==> src/rtl/pipeline_stage_regs_ctrl.sv <==
// Control fields of the ID/EX, EX/MEM and MEM/WB pipeline registers. Also
// generates the PC and IF/ID enables from stall/flush, counts stall cycles
// and raises a sticky error when a stall lasts too long.
module pipeline_stage_regs_ctrl #(
    parameter int STALL_TIMEOUT = 15,
    parameter int CNT_W         = 16
) (
    input  logic             clk,
    input  logic             rst_n,
    input  logic             stall,
    input  logic             flush,
    input  logic             id_valid,
    input  logic             id_we,
    input  logic             id_sw1,
    input  logic [2:0]       id_ra,
    input  logic [2:0]       id_rb,
    input  logic             id_sm2,
    input  logic             id_sw2,
    output logic             ex_valid,
    output logic [2:0]       ra_ex,
    output logic [2:0]       rb_ex,
    output logic             ex_we,
    output logic             ex_sw1,
    output logic             ex_sm2,
    output logic             ex_sw2,
    output logic             we_mem,
    output logic             sw1_mem,
    output logic             sm2_mem,
    output logic             sw2_mem,
    output logic [2:0]       ra_mem,
    output logic [2:0]       rb_mem,
    output logic             we_wb,
    output logic             sw1_wb,
    output logic             sw2_wb,
    output logic [2:0]       ra_wb,
    output logic [2:0]       rb_wb,
    output logic             pc_we,
    output logic             ifid_we,
    output logic             ifid_flush,
    output logic [CNT_W-1:0] stall_cnt,
    output logic             timeout_err
);

    localparam logic [7:0] TIMEOUT = 8'(STALL_TIMEOUT);

    typedef enum logic [1:0] {RUN, STALLED, ERR} state_t;

    state_t     state, state_nxt;
    logic [7:0] run_len, run_len_nxt;

    // A stall freezes fetch; a flush only clears IF/ID when fetch is moving,
    // since a stalled branch cannot have resolved yet.
    assign pc_we      = ~stall;
    assign ifid_we    = ~stall;
    assign ifid_flush = flush & ~stall;

    // ID/EX: hold on stall, bubble on flush, otherwise load from ID
    always_ff @(posedge clk or negedge rst_n) begin
        if (!rst_n) begin
            ex_valid <= 1'b0;
            ex_we    <= 1'b0;
            ex_sw1   <= 1'b0;
            ex_sm2   <= 1'b0;
            ex_sw2   <= 1'b0;
            ra_ex    <= '0;
            rb_ex    <= '0;
        end else if (!stall) begin
            ra_ex  <= id_ra;
            rb_ex  <= id_rb;
            ex_sw1 <= id_sw1;
            if (flush) begin
                ex_valid <= 1'b0;
                ex_we    <= 1'b0;
                ex_sm2   <= 1'b0;
                ex_sw2   <= 1'b0;
            end else begin
                ex_valid <= id_valid;
                ex_we    <= id_we & id_valid;
                ex_sm2   <= id_sm2;
                ex_sw2   <= id_sw2;
            end
        end
    end

    // EX/MEM: a stalled or empty EX slot becomes a bubble in MEM
    always_ff @(posedge clk or negedge rst_n) begin
        if (!rst_n) begin
            we_mem  <= 1'b0;
            sw1_mem <= 1'b0;
            sm2_mem <= 1'b0;
            sw2_mem <= 1'b0;
            ra_mem  <= '0;
            rb_mem  <= '0;
        end else begin
            sw1_mem <= ex_sw1;
            ra_mem  <= ra_ex;
            rb_mem  <= rb_ex;
            if (stall || !ex_valid) begin
                we_mem  <= 1'b0;
                sm2_mem <= 1'b0;
                sw2_mem <= 1'b0;
            end else begin
                we_mem  <= ex_we;
                sm2_mem <= ex_sm2;
                sw2_mem <= ex_sw2;
            end
        end
    end

    // MEM/WB: unconditional copy; load select is consumed in MEM
    always_ff @(posedge clk or negedge rst_n) begin
        if (!rst_n) begin
            we_wb  <= 1'b0;
            sw1_wb <= 1'b0;
            sw2_wb <= 1'b0;
            ra_wb  <= '0;
            rb_wb  <= '0;
        end else begin
            we_wb  <= we_mem;
            sw1_wb <= sw1_mem;
            sw2_wb <= sw2_mem;
            ra_wb  <= ra_mem;
            rb_wb  <= rb_mem;
        end
    end

    // Total stall cycles, saturating at all-ones
    always_ff @(posedge clk or negedge rst_n) begin
        if (!rst_n)
            stall_cnt <= '0;
        else if (stall && (stall_cnt != '1))
            stall_cnt <= stall_cnt + CNT_W'(1);
    end

    // Stall-watchdog state register
    always_ff @(posedge clk or negedge rst_n) begin
        if (!rst_n) begin
            state   <= RUN;
            run_len <= '0;
        end else begin
            state   <= state_nxt;
            run_len <= run_len_nxt;
        end
    end

    // Stall-watchdog next state; run_len counts the current stall run
    always_comb begin
        state_nxt   = state;
        run_len_nxt = run_len;
        case (state)
            RUN: begin
                if (stall) begin
                    run_len_nxt = 8'd1;
                    state_nxt   = (TIMEOUT == 8'd1) ? ERR : STALLED;
                end
            end
            STALLED: begin
                if (stall) begin
                    run_len_nxt = run_len + 8'd1;
                    if (run_len_nxt == TIMEOUT)
                        state_nxt = ERR;
                end else begin
                    run_len_nxt = '0;
                    state_nxt   = RUN;
                end
            end
            ERR:     state_nxt = ERR;
            default: state_nxt = RUN;
        endcase
    end

    // Stall-watchdog outputs: ERR is terminal until reset
    always_comb begin
        timeout_err = (state == ERR);
    end

endmodule

==> config.mk <==
export PLATFORM = sky130hd
export DESIGN_NAME = pipeline_stage_regs_ctrl
export DESIGN_NICKNAME = d
export VERILOG_FILES = /design/src/rtl/pipeline_stage_regs_ctrl.sv
export SDC_FILE = /design/constraint.sdc
export NUM_CORES = 1
export LEC_CHECK = 0
export CAP_MARGIN = 30
export CORE_MARGIN = 2
export CORE_UTILIZATION = 51
export DETAILED_ROUTE_END_ITERATION = 8
export GPL_TIMING_DRIVEN = 0
export PLACE_DENSITY_LB_ADDON = 0.25
export RECOVER_POWER = 100
export SYNTH_ARGS = -nofsm -noshare
export SYNTH_HDL_FRONTEND = slang
export SYNTH_SLANG_ARGS = --single-unit
==> constraint.sdc <==
create_clock -name clk -period 3.95 [get_ports clk]
set_clock_uncertainty 0.15 [all_clocks]
set_input_delay 0.395 -clock clk [delete_from_list [all_inputs] [get_ports clk]]
set_output_delay 0.395 -clock clk [all_outputs]
set_load 0.01 [all_outputs]
==> implementation parameters, run 1 <==
Parameter                              Value

Clock tree
  Number of gates resized after CTS    0
  Number of sinks on the clock net    56
  Buffer type at the clock tree root    clkbuf_8
  Number of buffers between clock root and the deepest sink    2
  Clock transition at the registers of the reported paths    0.09 ns
  Clk Latency, worst-skew pair    0.30 ns
  Count of H-tree levels built during CTS    2
  CTS tree    done
  TritonCTS Buffers    5

Timing
  Worst Hold Margin    0.223 ns
  Setup-failing EPs final    0
  Number of hold violations in the final report    0
  Relative max-transition margin    -6.12%
  Max-slew violations    28
  Max Clock Freq    about 0.37 GHz
  Actual transition at the worst max-transition pin    1.59 ns
  Fin crit share    a little under 70%
  Post-layout min period    2.69 ns
  Unrepaired setup endpoints after global routing    false
  Setup TNS after final layout    0 ns

Setup path
  Maximum fanout count along the critical path    10
  Cell seen most often among critical-path stages    dlygate4sd3_1
  Gate family responsible for the most delay along the worst path    buffers and inverters
  Largest stage delay, worst path    ~0.65 ns
  Depth of the critical timing path with buffers and inverters included    4
  Critical path arrival    ~2.1 ns
  Required arrival time at the worst endpoint    ~3.4 ns
  CP Buf/Inv Count    3
  Depth of the most critical reg-to-reg path    5
  Crit path kind    input port to primary output
  Worst Setup Start Kind    input port
  Cells along the critical path    dlygate4sd3_1 > clkbuf_1 > nor2b_1 > dlygate4sd3_1
  Highest-delay cell along the critical path    dlygate4sd3_1
  Nature of the critical path endpoint    primary output

Place
  Final GP Congestion    between 0.8 and 0.9
  Total of buffers placed on input and output ports    64
  Sum of net half-perimeters after detailed placement    ~3400 um

Route
  Post-detailed-route DRC marker count    0
  Initial detailed-routing violation count    125
  1st-pass router iterations    4
  Count of antenna-violating nets left after detailed routing    0
  Detailed-route vias per instance    5.46
  Detailed-route wire length per cell    between 10 and 15 um
  Via total after detailed routing    1,747
  Final WL    ~4700 um

Die
  Chip Height    slightly above 70 um
  Effective utilization at floorplan    between 50% and 60%
  Die X-Extent    between 70 and 80 um
  Number of rows in the core area    24
  Die ar.    between 0.005 and 0.006 sq mm
  Core Region    ~0.0044 sq mm
  IO Pins    65

GRT
  Remaining Overflow, GRT    0
  First-pass GRT wire length    7710 um
  Overall track demand over capacity in global routing    19.3%
  Via count of the first global-routing pass    about 1,600
  Initial antenna violation count    0
  Largest net degree at the start of global routing    30

Yosys
  Post-synthesis area per instance    11.9 sq um
  Register area share after synthesis    just over 60%
  Share of synthesized cell area in and, or, nand and nor gates    16.4%
  Xor-xnor portion of the synthesized cell area    between 5 and 6%
  Area share of fa/ha/maj cells after synthesis    1.62%
  Yosys reg bits    56
  Cell area after synthesis    roughly 0.0023 sq mm
  Largest family of logic cells by synthesized area    simple AND/OR/NAND/NOR gates
  Area fraction in compound gates after synthesis    around 9%
  Post-Synthesis Cells    just under 200
  Post-synthesis cell type count    41
  Syn_nets    between 200 and 250
  YS warnings    0
  Mux share of post-synthesis cell area    4.76%

Job
  MaxCap Viol Count    1

Min path
  Hold Crit Class    flop to flop
  Hold Path Cell Cnt    0

Cells and area
  Area growth syn-to-layout    35.5%
  Ratio of cells with drive above 1 in the final layout    under 10%
  Most common cell after layout, fill and taps aside    dfrtp_1
  Net count, final    between 200 and 300
  Leading cell types in the layout, fill and taps excluded    dfrtp_1 (56), dlygate4sd3_1 (51), nand2_1 (20)
  Antenna Diode Count    0

Power
  Total power divided by cell area    slightly above 400 mW/mm^2
  VDD IR-drop max    0.000294 V
  Leakage power figure    between 1 and 1.5 nW

Run status
  Status    finished, violations left
  Failing checks    max-capacitance violations, max-slew violations
## path summary, 6_finish.rpt
path	startpoint	to	slack [ns]
setup / recovery	stall	ifid_flush	1.26
hold reg to reg	rb_mem[1]$_DFF_PN0_	rb_wb[1]$_DFF_PN0_	0.22
setup reg to reg	stall_cnt[0]$_DFFE_PN0P_	stall_cnt[1]$_DFFE_PN0P_	1.49
hold / removal	rb_mem[1]$_DFF_PN0_	rb_wb[1]$_DFF_PN0_	0.22
max in group asynchronous	rst_n	run_len[2]$_DFFE_PN0P_	1.86
min in group asynchronous	rst_n	ex_sm2$_DFFE_PN0N_	0.87
## registers in the layout, indices dropped and copies added (netlist names), 2 cells and up
signal / cells
state: 2
ra_wb: 3
rb_mem: 3
ra_mem: 3
stall_cnt: 16
rb_ex: 3
run_len: 8
rb_wb: 3
ra_ex: 3
## cell type report
cell class                 instances  area (sq um)
tap                               52          65.1
buffer                             5          22.5
fill                             323          1220
multi-input combinational        128           855
clock buffer                       6          72.6
inverter                           5          18.8
sequential                        56          1400
clock inverter                     2          35.0
timing repair buffer              66           664
## metal layers
metal | up-vias | share of wire, % | track usage, % | wire (um)
met5 | - | 0 | 0 | 0
met4 | 0 | 0.98 | 6.92 | 46
met3 | 4 | 5.0 | 3.23 | 233
met2 | 62 | 48 | 29.8 | 2250
met1 | 851 | 46 | 27.9 | 2170
li1 | 830 | - | - | -
## power breakdown
part / leakage (nW) / internal [mW] / switching, mW
Combinational: 0.654 / 0.136 / 0.106
Sequential: 0.712 / 0.633 / 0.0590
Clock: 0.0552 / 0.188 / 0.173
## cells in the mapped netlist, drive strengths merged
master	n	area [sq um]
mux2i	2	20.0
dfrtp	56	1400
nor3	6	51.3
clkbuf	4	15.0
a21oi	10	50.1
nand4b	1	8.76
mux2	8	90.1
nand4	4	25.0
nor2b	2	12.5
nand3	12	60.1
and2	3	18.8
a21bo	1	10.0
a211oi	3	22.5
o22a	1	10.0
ha	3	37.5
o311a	1	10.0
o31ai	2	15.0
xor2	11	96.3
buf	1	7.51
xnor2	4	35.0
and4	3	26.3
a31oi	2	12.5
a22o	2	17.5
a21o	1	7.51
nor4b	1	8.76
nand2	20	75.1
o21ai	8	40.0
nor3b	1	12.5
or3	1	6.26
nand2b	3	18.8
nand3b	1	7.51
o211ai	1	7.51
and3	2	12.5
a211o	1	8.76
nor2	6	22.5
or4b	1	13.8
inv	5	18.8
## logic make-up after synthesis
kind of cell             count (synthesis)
flip-flops                              56
buffers and inverters                   10
XOR/XNOR                                15
adder cells (fa/ha/maj)                  3
multiplexers                            10
AO/OA/AOI/OAI                           33
AND/OR/NAND/NOR                         67
## metrics by stage
stage | setup slack [ns] | total power, mW | cells | instance area, sq um | utilization (%)
finish | 1.26 | 1.30 | 320 | 3130 | 72.0
global route | 1.19 | 1.37 | 320 | 3130 | 72.0
CTS | 1.41 | 1.34 | 320 | 3150 | 72.4
detailed placement | 1.44 | 0.976 | 311 | 3030 | 69.7
global placement | 0.702 | 0.967 | 310 | 3020 | 69.3
floorplan | 2.12 | 0.800 | 194 | 2310 | -
## timing repair
action                                 CTS  global route
setup buffers                            0             0
setup endpoints to repair                0             0
hold buffers                             1             0
endpoints found under the hold margin   27             0
Power figures use the tool's default switching activity.
==> run 2: changes to the inputs <==
CORE_UTILIZATION = 43   (was 51)
clock period = 2.3 ns   (was 3.95 ns; I/O delays follow)
==> run 2 against run 1 <==
Net effect: cell count increased by 5.6%; setup slack got worse by 1.1 ns; the run now ends clean; wire length decreased by 0.83%; largest cell class unchanged; sequential share of layout area decreased by 0.27 points; sequential power increased by 72%; largest power group unchanged; register-to-register slack got worse by 1.2 ns; first-iteration DRC count decreased by 33%; global-route usage decreased by 2.2 points.
==> implementation parameters, run 2 (same netlist as run 1, synthesis figures left out) <==
Parameter                              Value

Job
  MaxCap Viol Count    0 (was 1)

Setup path
  Critical path startpoint    stall (unchanged)
  Worst r2r src    stall_cnt[0]$_DFFE_PN0P_ (unchanged)
  R2r setup slk    0.30 ns (was 1.49 ns)
  Critical path arrival    1.78 ns (was 2.14 ns)
  Maximum fanout count along the critical path    10 (unchanged)
  Crit path kind    input port to primary output (unchanged)
  Required arrival time at the worst endpoint    1.92 ns (was 3.40 ns)
  Worst Setup Start Kind    input port (unchanged)
  Nature of the critical path endpoint    primary output (unchanged)

Clock tree
  Buffer count from post-CTS setup fixing    0 (unchanged)
  Clock transition at the registers of the reported paths    0.11 ns (was 0.09 ns)
  Clk Latency, worst-skew pair    0.31 ns (was 0.30 ns)
  Number of sinks on the clock net    56 (unchanged)
  TritonCTS Buffers    5 (unchanged)
  Number of buffers between clock root and the deepest sink    2 (unchanged)
  CTS tree    done (unchanged)
  Count of H-tree levels built during CTS    2 (unchanged)
  Buffer type at the clock tree root    clkbuf_8 (unchanged)

Cells and area
  Area growth syn-to-layout    36.3% (was 35.5%)
  Post-layout instance count excluding filler cells    338 (was 320)
  Net count, final    285 (unchanged)
  Antenna Diode Count    0 (unchanged)
  Most flop-heavy register    stall_cnt (unchanged)
  Post-route cell area    0.00315 sq mm (was 0.00313 sq mm)
  Largest registers in the final layout    stall_cnt: 16 flops, run_len: 8 flops (unchanged)
  Leading cell types in the layout, fill and taps excluded    dfrtp_1 (56), dlygate4sd3_1 (48), nand2_1 (20) (was dfrtp_1 (56), dlygate4sd3_1 (51), nand2_1 (20))
  Final design utilization    61.3% (was 72.0%)
  Ratio of cells with drive above 1 in the final layout    8.58% (was 8.21%)
  Fill count    453 (was 323)
  Reg area    0.00140 sq mm (unchanged)
  Footprint of the multi-input gates    862 sq um (was 855 sq um)
  Most common cell after layout, fill and taps aside    dfrtp_1 (unchanged)
  Number of flip-flops in the largest register    16 (unchanged)

Route
  Initial detailed-routing violation count    84 (was 125)
  1st-pass router iterations    4 (unchanged)
  Final WL    4660 um (was 4700 um)
  Via total after detailed routing    1,719 (was 1,747)
  Post-detailed-route DRC marker count    0 (unchanged)
  Detailed-route wire length per cell    13.8 um (was 14.7 um)
  Count of antenna-violating nets left after detailed routing    0 (unchanged)
  Detailed-route vias per instance    5.09 (was 5.46)

Place
  Total of buffers placed on input and output ports    64 (unchanged)
  Post-placement cell count    329 (was 311)
  Final GP Congestion    0.835 (was 0.809)
  Sum of net half-perimeters after detailed placement    3350 um (was 3400 um)
  Placed standard-cell area    0.00306 sq mm (was 0.00303 sq mm)

Die
  Die ar.    0.00598 sq mm (was 0.00509 sq mm)
  IO Pins    65 (unchanged)
  Die X-Extent    77.4 um (was 71.4 um)
  Core Region    0.00514 sq mm (was 0.00435 sq mm)
  Number of rows in the core area    26 (was 24)
  Effective utilization at floorplan    45.0% (was 53.1%)
  Chip Height    77.4 um (was 71.4 um)

GRT
  Largest net degree at the start of global routing    33 (was 30)
  Initial antenna violation count    0 (unchanged)
  Via count of the first global-routing pass    1,635 (was 1,578)
  Overall track demand over capacity in global routing    17.2% (was 19.3%)
  Remaining Overflow, GRT    0 (unchanged)
  First-pass GRT wire length    8160 um (was 7710 um)

Min path
  Start point of the worst hold path    ra_mem[2]$_DFF_PN0_ (was rb_mem[1]$_DFF_PN0_)
  Hold Crit Class    flop to flop (unchanged)

Power
  VDD IR-drop max    0.000399 V (was 0.000294 V)
  Total power divided by cell area    691 mW/mm^2 (was 414 mW/mm^2)
  Leakage power figure    1.43 nW (was 1.42 nW)

Timing
  Fin crit share    a little over nine tenths
  Actual transition at the worst max-transition pin    1.34 ns (was 1.59 ns)
  Post-layout min period    about 2.2 ns
  Max Clock Freq    0.463 GHz
  Setup-failing EPs final    0 (unchanged)
  Relative max-transition margin    10.6% (was -6.12%)
  Unrepaired setup endpoints after global routing    false (unchanged)
  Number of hold violations in the final report    0 (unchanged)
  Max-slew violations    0 (was 28)

Run status
  Status    complete, no violations (was finished, violations left)
[run 2: through the flow]
| step | setup WS [ns] | power, mW | hold WS, ns | setup TNS (ns) |
|---|---|---|---|---|
| 6_report | 0.140 | 2.18 | 0.229 | 0 |
| 5_1_grt | 0.0305 | 2.31 | 0.237 | 0 |
| 4_1_cts | 0.105 | 2.25 | 0.235 | 0 |
| 3_5_place_dp | 0.115 | 1.68 | 0.105 | 0 |
| 3_3_place_gp | -0.861 | 1.67 | 0.208 | -48.06 |
| 2_1_floorplan | 0.472 | 1.37 | -0.216 | 0 |
[run 2: power by group]
part	total (mW)	internal, mW	switching (mW)	leakage, nW
clock network	0.567	0.224	0.343	0.0463
registers	1.19	1.09	0.102	0.712
logic	0.424	0.235	0.188	0.668
total	2.18	1.55	0.633	1.43
[run 2: per-layer routing]
layer	vias up	GRT usage [%]	part of all wire (%)	wire length, um
li1	828	-	-	-
met1	835	24.9	48	2230
met2	52	25.3	46	2160
met3	4	4.77	5.3	245
met4	0	5.18	0.69	32
met5	-	0	0	0
[run 2: layout make-up]
type / instances / area share (%)
multi-input combinational: 128 / 27.3
buffer: 5 / 0.714
clock inverter: 3 / 0.873
tap: 70 / 2.78
sequential: 56 / 44.4
timing repair buffer: 66 / 21.1
clock buffer: 5 / 2.18
inverter: 5 / 0.595
[run 2: critical path: stages]
cell             delay (ns)
clkdlybuf4s50_1        0.58
clkbuf_1               0.38
nor2b_1                0.09
clkdlybuf4s50_1        0.49
[run 2: timing repair]
item / CTS / global route
hold endpoints to repair: 24 / 0
gates resized for setup: 0 / 0
hold buffers: 1 / 0
[run 2: worst paths after layout]
path,endpoint,cells past startpoint
max,ifid_flush,4
min,ra_wb[2]$_DFF_PN0_,0
max reg2reg,stall_cnt[1]$_DFFE_PN0P_,5
min reg2reg,ra_wb[2]$_DFF_PN0_,0
max in group asynchronous,run_len[7]$_DFFE_PN0P_,3
min in group asynchronous,ra_wb[0]$_DFF_PN0_,2
==> run 3: changes to the inputs <==
CORE_UTILIZATION = 47   (was 43)
clock period = 2.2 ns   (was 2.3 ns; I/O delays follow)
==> run 3 against run 2 <==
Net effect: via count up 0.41%; largest power group unchanged; setup slack worse by 0.036 ns; hold slack worse by 0.0051 ns; highest routed layer unchanged; final area fell by 0.75%.
==> implementation parameters, run 3 (same netlist as run 1, synthesis figures left out) <==
Parameter                              Value

Setup path
  Maximum fanout count along the critical path    6 (was 10)
  Worst Setup Start Kind    input port (unchanged)
  Required arrival time at the worst endpoint    1.83 ns (was 1.92 ns)
  Critical path arrival    1.73 ns (was 1.78 ns)
  Nature of the critical path endpoint    primary output (unchanged)
  Crit path kind    input port to primary output (unchanged)

Clock tree
  Count of H-tree levels built during CTS    2 (unchanged)
  Clock transition at the registers of the reported paths    0.09 ns (was 0.11 ns)
  Number of sinks on the clock net    56 (unchanged)
  Buffer count from post-CTS setup fixing    0 (unchanged)
  Number of buffers between clock root and the deepest sink    2 (unchanged)
  TritonCTS Buffers    5 (unchanged)
  Clk Latency, worst-skew pair    0.30 ns (was 0.31 ns)
  CTS tree    done (unchanged)
  Buffer type at the clock tree root    clkbuf_8 (unchanged)

Die
  Core Region    0.00472 sq mm (was 0.00514 sq mm)
  Number of rows in the core area    25 (was 26)
  Effective utilization at floorplan    49.0% (was 45.0%)
  IO Pins    65 (unchanged)
  Chip Height    74.2 um (was 77.4 um)
  Die ar.    0.00550 sq mm (was 0.00598 sq mm)
  Die X-Extent    74.2 um (was 77.4 um)

Cells and area
  Leading cell types in the layout, fill and taps excluded    dfrtp_1 (56), dlygate4sd3_1 (48), nand2_1 (20) (unchanged)
  Post-route cell area    0.00313 sq mm (was 0.00315 sq mm)
  Fill count    372 (was 453)
  Most flop-heavy register    stall_cnt (unchanged)
  Most common cell after layout, fill and taps aside    dfrtp_1 (unchanged)
  Net count, final    285 (unchanged)
  Antenna Diode Count    0 (unchanged)
  Ratio of cells with drive above 1 in the final layout    8.58% (unchanged)
  Area growth syn-to-layout    35.3% (was 36.3%)
  Largest registers in the final layout    stall_cnt: 16 flops, run_len: 8 flops (unchanged)
  Number of flip-flops in the largest register    16 (unchanged)

Timing
  Unrepaired setup endpoints after global routing    false (unchanged)
  Number of hold violations in the final report    0 (unchanged)
  Relative max-transition margin    45.6% (was 10.6%)
  Post-layout min period    about 2.1 ns
  Worst Hold Margin    0.224 ns (was 0.229 ns)
  Actual transition at the worst max-transition pin    0.808 ns (was 1.34 ns)
  Max-slew violations    0 (unchanged)
  Setup-failing EPs final    0 (unchanged)
  Max Clock Freq    0.477 GHz
  Fin crit share    between 90% and 100%

Route
  Final WL    4710 um (was 4660 um)
  Initial detailed-routing violation count    110 (was 84)
  Detailed-route wire length per cell    14.1 um (was 13.8 um)
  Post-detailed-route DRC marker count    0 (unchanged)
  Detailed-route vias per instance    5.15 (was 5.09)
  Via total after detailed routing    1,726 (was 1,719)
  1st-pass router iterations    4 (unchanged)
  Count of antenna-violating nets left after detailed routing    0 (unchanged)

GRT
  Overall track demand over capacity in global routing    18.3% (was 17.2%)
  Remaining Overflow, GRT    0 (unchanged)
  First-pass GRT wire length    7760 um (was 8160 um)
  Initial antenna violation count    0 (unchanged)
  Largest net degree at the start of global routing    30 (was 33)
  Via count of the first global-routing pass    1,673 (was 1,635)

Place
  Total of buffers placed on input and output ports    64 (unchanged)
  Sum of net half-perimeters after detailed placement    3510 um (was 3350 um)
  Placed standard-cell area    0.00305 sq mm (was 0.00306 sq mm)
  Final GP Congestion    0.791 (was 0.835)

Job
  MaxCap Viol Count    0 (unchanged)

Power
  Total power divided by cell area    726 mW/mm^2 (was 691 mW/mm^2)
  VDD IR-drop max    0.000429 V (was 0.000399 V)
  Leakage power figure    1.43 nW (about the same)

Min path
  Hold Crit Class    flop to flop (unchanged)

Run status
  Status    complete, no violations (unchanged)
run 3: cell count changes in the layout (fill, tap and decap cells not counted):
| cell | delta |
|---|---|
| and2_0 | -1 |
| nor3_2 | -1 |
| buf_12 | -1 |
| inv_8 | -1 |
| o21ai_0 | -1 |
| clkbuf_2 | +3 |
| clkbuf_1 | -1 |
| clkbuf_8 | +1 |
| o21ai_1 | +1 |
| nor3_1 | +1 |
| and2_1 | +1 |
| clkinv_4 | -1 |
run 3: cell type report:
cell class              instances  area [sq um]  share of cell area, %
plain buffers                   5          23.8                  0.760
clock buffers                   7          86.3                   2.76
clock inverters                 1          7.51                  0.240
inverters                       5          18.8                  0.600
multi-input cells             128           857                   27.4
flip-flops and latches         56          1400                   44.8
well taps                      67          83.8                   2.68
repair buffers                 66           651                   20.8
run 3: per-layer routing:
| layer | wire, um | track usage, % |
|---|---|---|
| met1 | 2170 | 24.1 |
| met2 | 2270 | 30.4 |
| met3 | 229 | 4.20 |
| met4 | 36 | 5.45 |
| met5 | 0 | 0 |
run 3: critical path: stages:
cell	delay, ns
clkdlybuf4s50_1	0.59
inv_1	0.16
buf_4	0.16
dlygate4sd3_1	0.59
run 3: final timing paths:
path	slack [ns]	cells past startpoint	from	to
worst max-delay path	0.10	4	stall	pc_we
worst min-delay path	0.22	0	sw2_mem$_DFF_PN0_	sw2_wb$_DFF_PN0_
worst max register to register	0.22	5	stall_cnt[0]$_DFFE_PN0P_	stall_cnt[1]$_DFFE_PN0P_
worst min register to register	0.22	0	sw2_mem$_DFF_PN0_	sw2_wb$_DFF_PN0_
max in group asynchronous	0.42	3	rst_n	ra_wb[1]$_DFF_PN0_
min in group asynchronous	0.37	2	rst_n	ra_ex[1]$_DFFE_PN0N_
run 3: where the power goes:
group	total [mW]	switching [mW]	leakage, nW	internal, mW
Clock	0.576	0.320	0.0445	0.257
Sequential	1.25	0.113	0.712	1.14
Combinational	0.445	0.200	0.669	0.245
Total	2.27	0.633	1.43	1.64
run 3: repair_timing:
action	in CTS	in global routing
hold buffers	1	0
resized for setup	0	3
setup endpoints to repair	0	2
hold endpoints to repair	28	0
run 3: per-stage QoR:
stage / TNS [ns] / instances / worst slack (ns) / util [%] / power [mW]
global route: 0 / 335 / 0.0318 / 66.3 / 2.39
global placement: -52.08 / 325 / -0.933 / 64.3 / 1.74
finish: 0 / 335 / 0.104 / 66.3 / 2.27
detailed placement: 0 / 326 / 0.0244 / 64.6 / 1.77
floorplan: 0 / 194 / 0.372 / - / 1.44
CTS: 0 / 335 / 0.0220 / 66.8 / 2.34
